===== src/rtl/wrr_slice_arbiter_pkg.sv =====
// Shared definitions for the weighted round-robin slice arbiter: FSM state
// encoding, default sizes and the index helpers used for port widths and
// pointer rotation.
package wrr_slice_arbiter_pkg;

   localparam int DEF_N  = 4;
   localparam int DEF_WW = 4;

   typedef enum logic [0:0] {
      ST_IDLE  = 1'b0,
      ST_GRANT = 1'b1
   } arb_state_t;

   // Number of bits needed to index v entries (v >= 2).
   function automatic int clog2(input int v);
      int r;
      r = 0;
      while ((1 << r) < v) r++;
      return r;
   endfunction

   // (base + off) mod n, assuming base < n and off <= n.
   function automatic int rot_idx(input int base, input int off, input int n);
      int s;
      s = base + off;
      if (s >= n) s = s - n;
      return s;
   endfunction

endpackage


===== src/rtl/wrr_slice_arbiter_if.sv =====
// Requester/config side bundle of the slice arbiter. The master side is the
// requester/config agent, the slave side is the arbiter itself.
interface wrr_slice_arbiter_if
   import wrr_slice_arbiter_pkg::*;
#(
   parameter int N  = DEF_N,
   parameter int WW = DEF_WW
);
   localparam int IW = clog2(N);

   logic [N-1:0]  req;
   logic          cfg_we;
   logic [IW-1:0] cfg_idx;
   logic [WW-1:0] cfg_weight;
   logic [N-1:0]  grant;
   logic [IW-1:0] grant_id;
   logic          busy;
   logic          grant_last;

   modport master (
      output req, cfg_we, cfg_idx, cfg_weight,
      input  grant, grant_id, busy, grant_last
   );

   modport slave (
      input  req, cfg_we, cfg_idx, cfg_weight,
      output grant, grant_id, busy, grant_last
   );
endinterface


===== src/rtl/wrr_slice_arbiter_rr_pick.sv =====
// Rotating priority encoder: first set request at or after ptr, wrapping
// from N-1 back to 0. Purely combinational.
module wrr_slice_arbiter_rr_pick
   import wrr_slice_arbiter_pkg::*;
#(
   parameter int N = DEF_N
) (
   input  logic [N-1:0]         req,
   input  logic [clog2(N)-1:0]  ptr,
   output logic [N-1:0]         win_oh,
   output logic [clog2(N)-1:0]  win_idx,
   output logic                 any
);
   localparam int IW = clog2(N);

   logic [IW-1:0] cand;

   // Scan candidates in rotated order; the first hit wins.
   always_comb begin
      win_oh  = '0;
      win_idx = '0;
      any     = 1'b0;
      cand    = '0;
      for (int i = 0; i < N; i++) begin
         cand = IW'(rot_idx(int'(ptr), i, N));
         if (!any && req[cand]) begin
            any           = 1'b1;
            win_idx       = cand;
            win_oh[cand]  = 1'b1;
         end
      end
   end

endmodule


===== src/rtl/wrr_slice_arbiter.sv =====
// Weighted round-robin arbiter with per-requester time slices. The owner
// keeps the grant until it drops req or its slice expires; the pointer then
// moves past it and the next winner is picked in the same edge.
module wrr_slice_arbiter
   import wrr_slice_arbiter_pkg::*;
#(
   parameter int N          = DEF_N,
   parameter int WW         = DEF_WW,
   parameter int DEF_WEIGHT = 1
) (
   input  logic                clk,
   input  logic                rst,
   wrr_slice_arbiter_if.slave  bus
);
   localparam int IW = clog2(N);

   arb_state_t    state, state_nxt;
   logic [WW-1:0] weight [N];
   logic [WW-1:0] cnt, cnt_nxt, load_cnt;
   logic [IW-1:0] ptr, ptr_nxt, pick_ptr, owner_inc;
   logic [N-1:0]  grant_q, grant_nxt;
   logic [IW-1:0] id_q, id_nxt;
   logic          busy_q, busy_nxt;
   logic          last_q, last_nxt;
   logic          term;
   logic [N-1:0]  win_oh;
   logic [IW-1:0] win_idx;
   logic          win_any;

   // A zero weight still buys one cycle so no requester can be starved.
   function automatic logic [WW-1:0] eff_weight(input logic [WW-1:0] w);
      return (w == '0) ? WW'(1) : w;
   endfunction

   wrr_slice_arbiter_rr_pick #(.N(N)) u_pick (
      .req     (bus.req),
      .ptr     (pick_ptr),
      .win_oh  (win_oh),
      .win_idx (win_idx),
      .any     (win_any)
   );

   // Slice termination and the pointer the shared picker searches from.
   always_comb begin
      owner_inc = IW'(rot_idx(int'(id_q), 1, N));
      term      = (state == ST_GRANT) && (!bus.req[id_q] || (cnt == '0));
      pick_ptr  = (state == ST_GRANT) ? owner_inc : ptr;
      load_cnt  = eff_weight(weight[win_idx]) - WW'(1);
   end

   // State register.
   always_ff @(posedge clk or negedge rst) begin
      if (!rst) state <= ST_IDLE;
      else      state <= state_nxt;
   end

   // Next-state logic.
   always_comb begin
      state_nxt = state;
      case (state)
         ST_IDLE:  if (win_any)          state_nxt = ST_GRANT;
         ST_GRANT: if (term && !win_any) state_nxt = ST_IDLE;
         default:                        state_nxt = ST_IDLE;
      endcase
   end

   // Next values for the slice counter, pointer and registered outputs.
   always_comb begin
      ptr_nxt   = ptr;
      cnt_nxt   = cnt;
      grant_nxt = grant_q;
      id_nxt    = id_q;
      busy_nxt  = busy_q;
      last_nxt  = last_q;
      case (state)
         ST_IDLE: begin
            if (win_any) begin
               grant_nxt = win_oh;
               id_nxt    = win_idx;
               cnt_nxt   = load_cnt;
               busy_nxt  = 1'b1;
               last_nxt  = (load_cnt == '0);
            end
         end
         ST_GRANT: begin
            if (term) begin
               ptr_nxt = owner_inc;
               if (win_any) begin
                  grant_nxt = win_oh;
                  id_nxt    = win_idx;
                  cnt_nxt   = load_cnt;
                  busy_nxt  = 1'b1;
                  last_nxt  = (load_cnt == '0);
               end else begin
                  grant_nxt = '0;
                  cnt_nxt   = '0;
                  busy_nxt  = 1'b0;
                  last_nxt  = 1'b0;
               end
            end else begin
               cnt_nxt  = cnt - WW'(1);
               last_nxt = (cnt == WW'(1));
            end
         end
         default: begin
            grant_nxt = '0;
            busy_nxt  = 1'b0;
            last_nxt  = 1'b0;
         end
      endcase
   end

   // Counter, pointer and output registers; everything clears on reset.
   always_ff @(posedge clk or negedge rst) begin
      if (!rst) begin
         ptr     <= '0;
         cnt     <= '0;
         grant_q <= '0;
         id_q    <= '0;
         busy_q  <= 1'b0;
         last_q  <= 1'b0;
      end else begin
         ptr     <= ptr_nxt;
         cnt     <= cnt_nxt;
         grant_q <= grant_nxt;
         id_q    <= id_nxt;
         busy_q  <= busy_nxt;
         last_q  <= last_nxt;
      end
   end

   // Weight file; a load in the same edge as a write still sees the old value.
   always_ff @(posedge clk or negedge rst) begin
      if (!rst) begin
         for (int i = 0; i < N; i++) weight[i] <= WW'(DEF_WEIGHT);
      end else if (bus.cfg_we && (int'(bus.cfg_idx) < N)) begin
         weight[bus.cfg_idx] <= bus.cfg_weight;
      end
   end

   assign bus.grant      = grant_q;
   assign bus.grant_id   = id_q;
   assign bus.busy       = busy_q;
   assign bus.grant_last = last_q;

endmodule


===== src/flat_wrapper.sv =====
// flat-port wrapper written by rule: the top's interface ports become plain ports
module wrr_slice_arbiter_flat import wrr_slice_arbiter_pkg::*;
#(
   parameter int N          = DEF_N,
   parameter int WW         = DEF_WW,
   parameter int DEF_WEIGHT = 1
)
  (clk, rst, bus_req, bus_cfg_we, bus_cfg_idx, bus_cfg_weight, bus_grant, bus_grant_id, bus_busy, bus_grant_last);
  wrr_slice_arbiter_if #(.N(N), .WW(WW)) bus_i ();
  input  logic clk;
  input  logic rst;
  input wire logic [$bits(bus_i.req)-1:0] bus_req;
  input wire logic [$bits(bus_i.cfg_we)-1:0] bus_cfg_we;
  input wire logic [$bits(bus_i.cfg_idx)-1:0] bus_cfg_idx;
  input wire logic [$bits(bus_i.cfg_weight)-1:0] bus_cfg_weight;
  output wire logic [$bits(bus_i.grant)-1:0] bus_grant;
  output wire logic [$bits(bus_i.grant_id)-1:0] bus_grant_id;
  output wire logic [$bits(bus_i.busy)-1:0] bus_busy;
  output wire logic [$bits(bus_i.grant_last)-1:0] bus_grant_last;
  assign bus_i.req = bus_req;
  assign bus_i.cfg_we = bus_cfg_we;
  assign bus_i.cfg_idx = bus_cfg_idx;
  assign bus_i.cfg_weight = bus_cfg_weight;
  assign bus_grant = bus_i.grant;
  assign bus_grant_id = bus_i.grant_id;
  assign bus_busy = bus_i.busy;
  assign bus_grant_last = bus_i.grant_last;
  wrr_slice_arbiter #(.N(N), .WW(WW), .DEF_WEIGHT(DEF_WEIGHT)) u_core (.clk(clk), .rst(rst), .bus(bus_i));
endmodule

===== config.mk =====
export PLATFORM = sky130hd
export DESIGN_NAME = wrr_slice_arbiter_flat
export DESIGN_NICKNAME = d
export VERILOG_FILES = /design/src/rtl/wrr_slice_arbiter_pkg.sv /design/src/rtl/wrr_slice_arbiter_if.sv /design/src/rtl/wrr_slice_arbiter_rr_pick.sv /design/src/rtl/wrr_slice_arbiter.sv /design/src/flat_wrapper.sv
export SDC_FILE = /design/constraint.sdc
export NUM_CORES = 1
export LEC_CHECK = 0
export BUFFER_PORTS_ARGS = -buffer_cell sky130_fd_sc_hd__buf_2
export CAP_MARGIN = 25
export CORE_UTILIZATION = 27
export DETAILED_ROUTE_END_ITERATION = 7
export PLACE_DENSITY = 0.48
export SLEW_MARGIN = 10
export SYNTH_ARGS = -nofsm -noshare
export SYNTH_HDL_FRONTEND = slang
export SYNTH_HIERARCHICAL = 1
export SYNTH_SLANG_ARGS = --single-unit

===== constraint.sdc =====
create_clock -name clk -period 5.3 [get_ports clk]
set_input_delay 1.06 -clock clk [delete_from_list [all_inputs] [get_ports clk]]
set_output_delay 1.06 -clock clk [all_outputs]
set_load 0.005 [all_outputs]

==> impl_results.md <==
- PostCTS Resize Cnt: 0
- Hold WC Path Type: flop to flop
- Slew @ Worst Pin: 785.8 ps
- Area leader, netlist: dfrtp_1
- Async S/R FF share, synth: 100.0%
- Pin count of the biggest net entering global routing: 32
- Routed vias: 1387
- Critical Path AT: 4470 ps
- CP startpoint kind: flop
- Max Cap Viol: 0
- Max clock buf depth: 2
- Post-CTS setup buffer count: 0
- Worst Path Buf+Inv: 4
- Sequential share of the synthesized area: 40.63%
- Die Area: 7459 um^2
- Fin crit share: around four fifths
- CTS tree: yes
- # setup viols final: 0
- Core footprint: 6832 um^2
- Initial antenna violation count: 0
- Root Buffer: clkbuf_8
- Drt first pass iters: 4
- Placer congestion estimate: 0.7679
- Worst skew pair latency: 280 ps
- Io pins: 21
- Syn nets: ~180
- Drc violations: 0
- Commonest cells after routing, fill and taps aside: dfrtp_1 (27), buf_2 (20), mux2_2 (17)
- H-tree Lvls: 2
- Post-synth top flop: dfrtp_1
- Critical Path RT: 5500 ps
- Final Hold Fails: 0
- Top cell type's share of synthesized area: 35.16%
- RSZ-0062 raised after global routing: false
- Rel. slew slack: 47.50%
- Iter 0 DRT Violations: 111
- Ant diodes: 0
- Clock transition at the registers of the reported paths: approximately 60 ps
- CTS Sinks: 31
- Post-DP HPWL: 2.912 mm
- Total Wirelength: 3.923 mm
- Slowest stage cell, crit path: mux4_1
- Footprint of the multi-input gates: ~1100 um^2
- Largest cells by area after synthesis: dfrtp_1 (35%), mux2_2 (10%), mux4_2 (7.0%), ha_1 (5.9%), dfstp_2 (5.5%)
- Nets@finish: 209
- Ys Warns: 6
- Hold-fix buffer count after cts: 0
- Syn avg cell area: 11.94 um^2
- Non-filler instance count after layout: 284
- Synth Cell Area: 1922 um^2
- Final min period: about 4300 ps
- Die X: 86.37 um
- Vias per cell: about 4.9
- Distinct cells, synth: 44
- Max-slew violation count: 0
- Crit-path max cell delay: slightly below 600 ps
- Fill count: ~700
- Area grow syn2layout: 16.47%
- Setup TNS: 0 ps
- Run status: finished, final reports clean
- Total grt overflow: 0
- Fmax: 233.8 MHz
- Most common cell after layout, fill and taps aside: dfrtp_1
- Gate Count Post-Synth: 161
- Crit path max-delay family: multiplexers
- Chip height: approximately 86 um
- Post-synth EDFFs: 0
- R2r setup slk: 1020 ps
- First-pass GRT wire length: approximately 6.6 mm
- Clk_skew: about 5.1 ps
- CTS buffer count: 5
- Cells along the critical path: mux2i_1 -> buf_4 -> inv_1 -> ha_1 -> mux4_2 -> and2b_2 -> o21ai_0 -> o31ai_1 -> buf_4 -> mux4_1 -> nor3_1 -> or2_1 -> inv_1 -> ha_1 -> xnor2_1 -> nand4_1 -> o211ai_1
- Global router's overall resource usage: roughly 11%
- WS Path Type: flop to flop
- Mean routed wirelength per cell: 13.81 um
- FF+latch area: a little under 800 um^2
- Starting Density: 28.13%
- #FFs+latches synth: 31
- Post-Place Cells: ~280
- Vias in the first global route: 1321
- CP max FO: 13
- Share of cells above drive strength 1: 33.51%
- Port Buffers: 20
- Row count: 30
- Post-route ant nets: 0
- Crit end category: flop
cell usage after synthesis, drive strengths merged, types with 2 or more instances:
master / instances
inv: 10
a22oi: 8
and3: 2
nor2: 9
mux2: 19
xnor2: 2
mux4: 9
a21oi: 3
a22o: 4
buf: 2
dfrtp: 27
o221ai: 3
mux2i: 5
ha: 9
clkbuf: 2
dfstp: 4
nand3b: 2
o211ai: 2
nand3: 3
or2: 2
o21ai: 7
nand2b: 2
nand2: 8
nor3: 2
state kept, by name, summed over array words and instances (netlist names):
signal and cells:
u_core/bus.busy 1, u_core/bus.grant 4, u_core/bus.grant_id 2, u_core/bus.grant_last 1
u_core/cnt 4, u_core/ptr 2, u_core/state 1, u_core/weight 16
final cells by class:
cell class | count | share of cell area, %
Tap cell | 96 | 5.366
Timing Repair Buffer | 23 | 5.478
Clock buffer | 7 | 4.304
Multi-Input combinational cell | 116 | 47.96
Inverter | 10 | 1.677
Clock inverter | 1 | 0.3354
Sequential cell | 31 | 34.88
path summary, 6_finish.rpt:
path                                             startpoint                                end  depth (start not counted)
worst max register to register       u_core/state$_DFF_PN0_  u_core/bus.grant_last$_DFFE_PN0P_                         17
worst min register to register  u_core/bus.busy$_DFFE_PN0P_        u_core/bus.busy$_DFFE_PN0P_                          1
worst min-delay path            u_core/bus.busy$_DFFE_PN0P_        u_core/bus.busy$_DFFE_PN0P_                          1
min in group asynchronous                               rst    u_core/bus.grant[3]$_DFFE_PN0P_                          1
worst max-delay path                 u_core/state$_DFF_PN0_  u_core/bus.grant_last$_DFFE_PN0P_                         17
max in group asynchronous                               rst          u_core/cnt[0]$_DFFE_PN0P_                          1
routing by layer:
metal / GRT usage, % / wire [um] / vias up
li1: - / - / 671
met1: 15.27 / 2018 / 688
met2: 17.97 / 1745 / 23
met3: 3.143 / 121 / 5
met4: 3.636 / 38 / 0
met5: 0 / 0 / -
kinds of logic after synthesis:
family          count (synthesis)  synth area share (%)
xor+xnor                        2                0.9116
compound gates                 34                 12.76
flops                          31                 40.63
buf+inv                        14                 3.516
fa+ha+maj                       9                 5.859
simple gates                   38                 11.46
mux                            33                 24.87
worst reg2reg max path: stages (launching register included):
cell	delay, ps
dfrtp_1	570
mux2i_1	230
buf_4	230
inv_1	100
ha_1	350
mux4_2	440
and2b_2	300
o21ai_0	80
o31ai_1	80
buf_4	200
mux4_1	580
nor3_1	190
or2_1	160
inv_1	50
ha_1	180
xnor2_1	200
nand4_1	110
o211ai_1	160
stage by stage:
stage / worst slack (ps) / util (%) / cell area (um^2) / hold WS (ps)
after floorplan: 991.5 / - / 1922 / 470.4
after global placement: 1107 / 31.25 / 2135 / 460.8
after detailed placement: 1068 / 31.25 / 2135 / 466.1
after CTS: 1027 / 32.77 / 2238 / 479.8
after global routing: 726.0 / 32.77 / 2238 / 488.6
final: 1023 / 32.77 / 2238 / 472.6
Power is left out: the tool's default activity adds up to more than one toggle a clock period on the data nets, which glitch-free logic cannot reach.
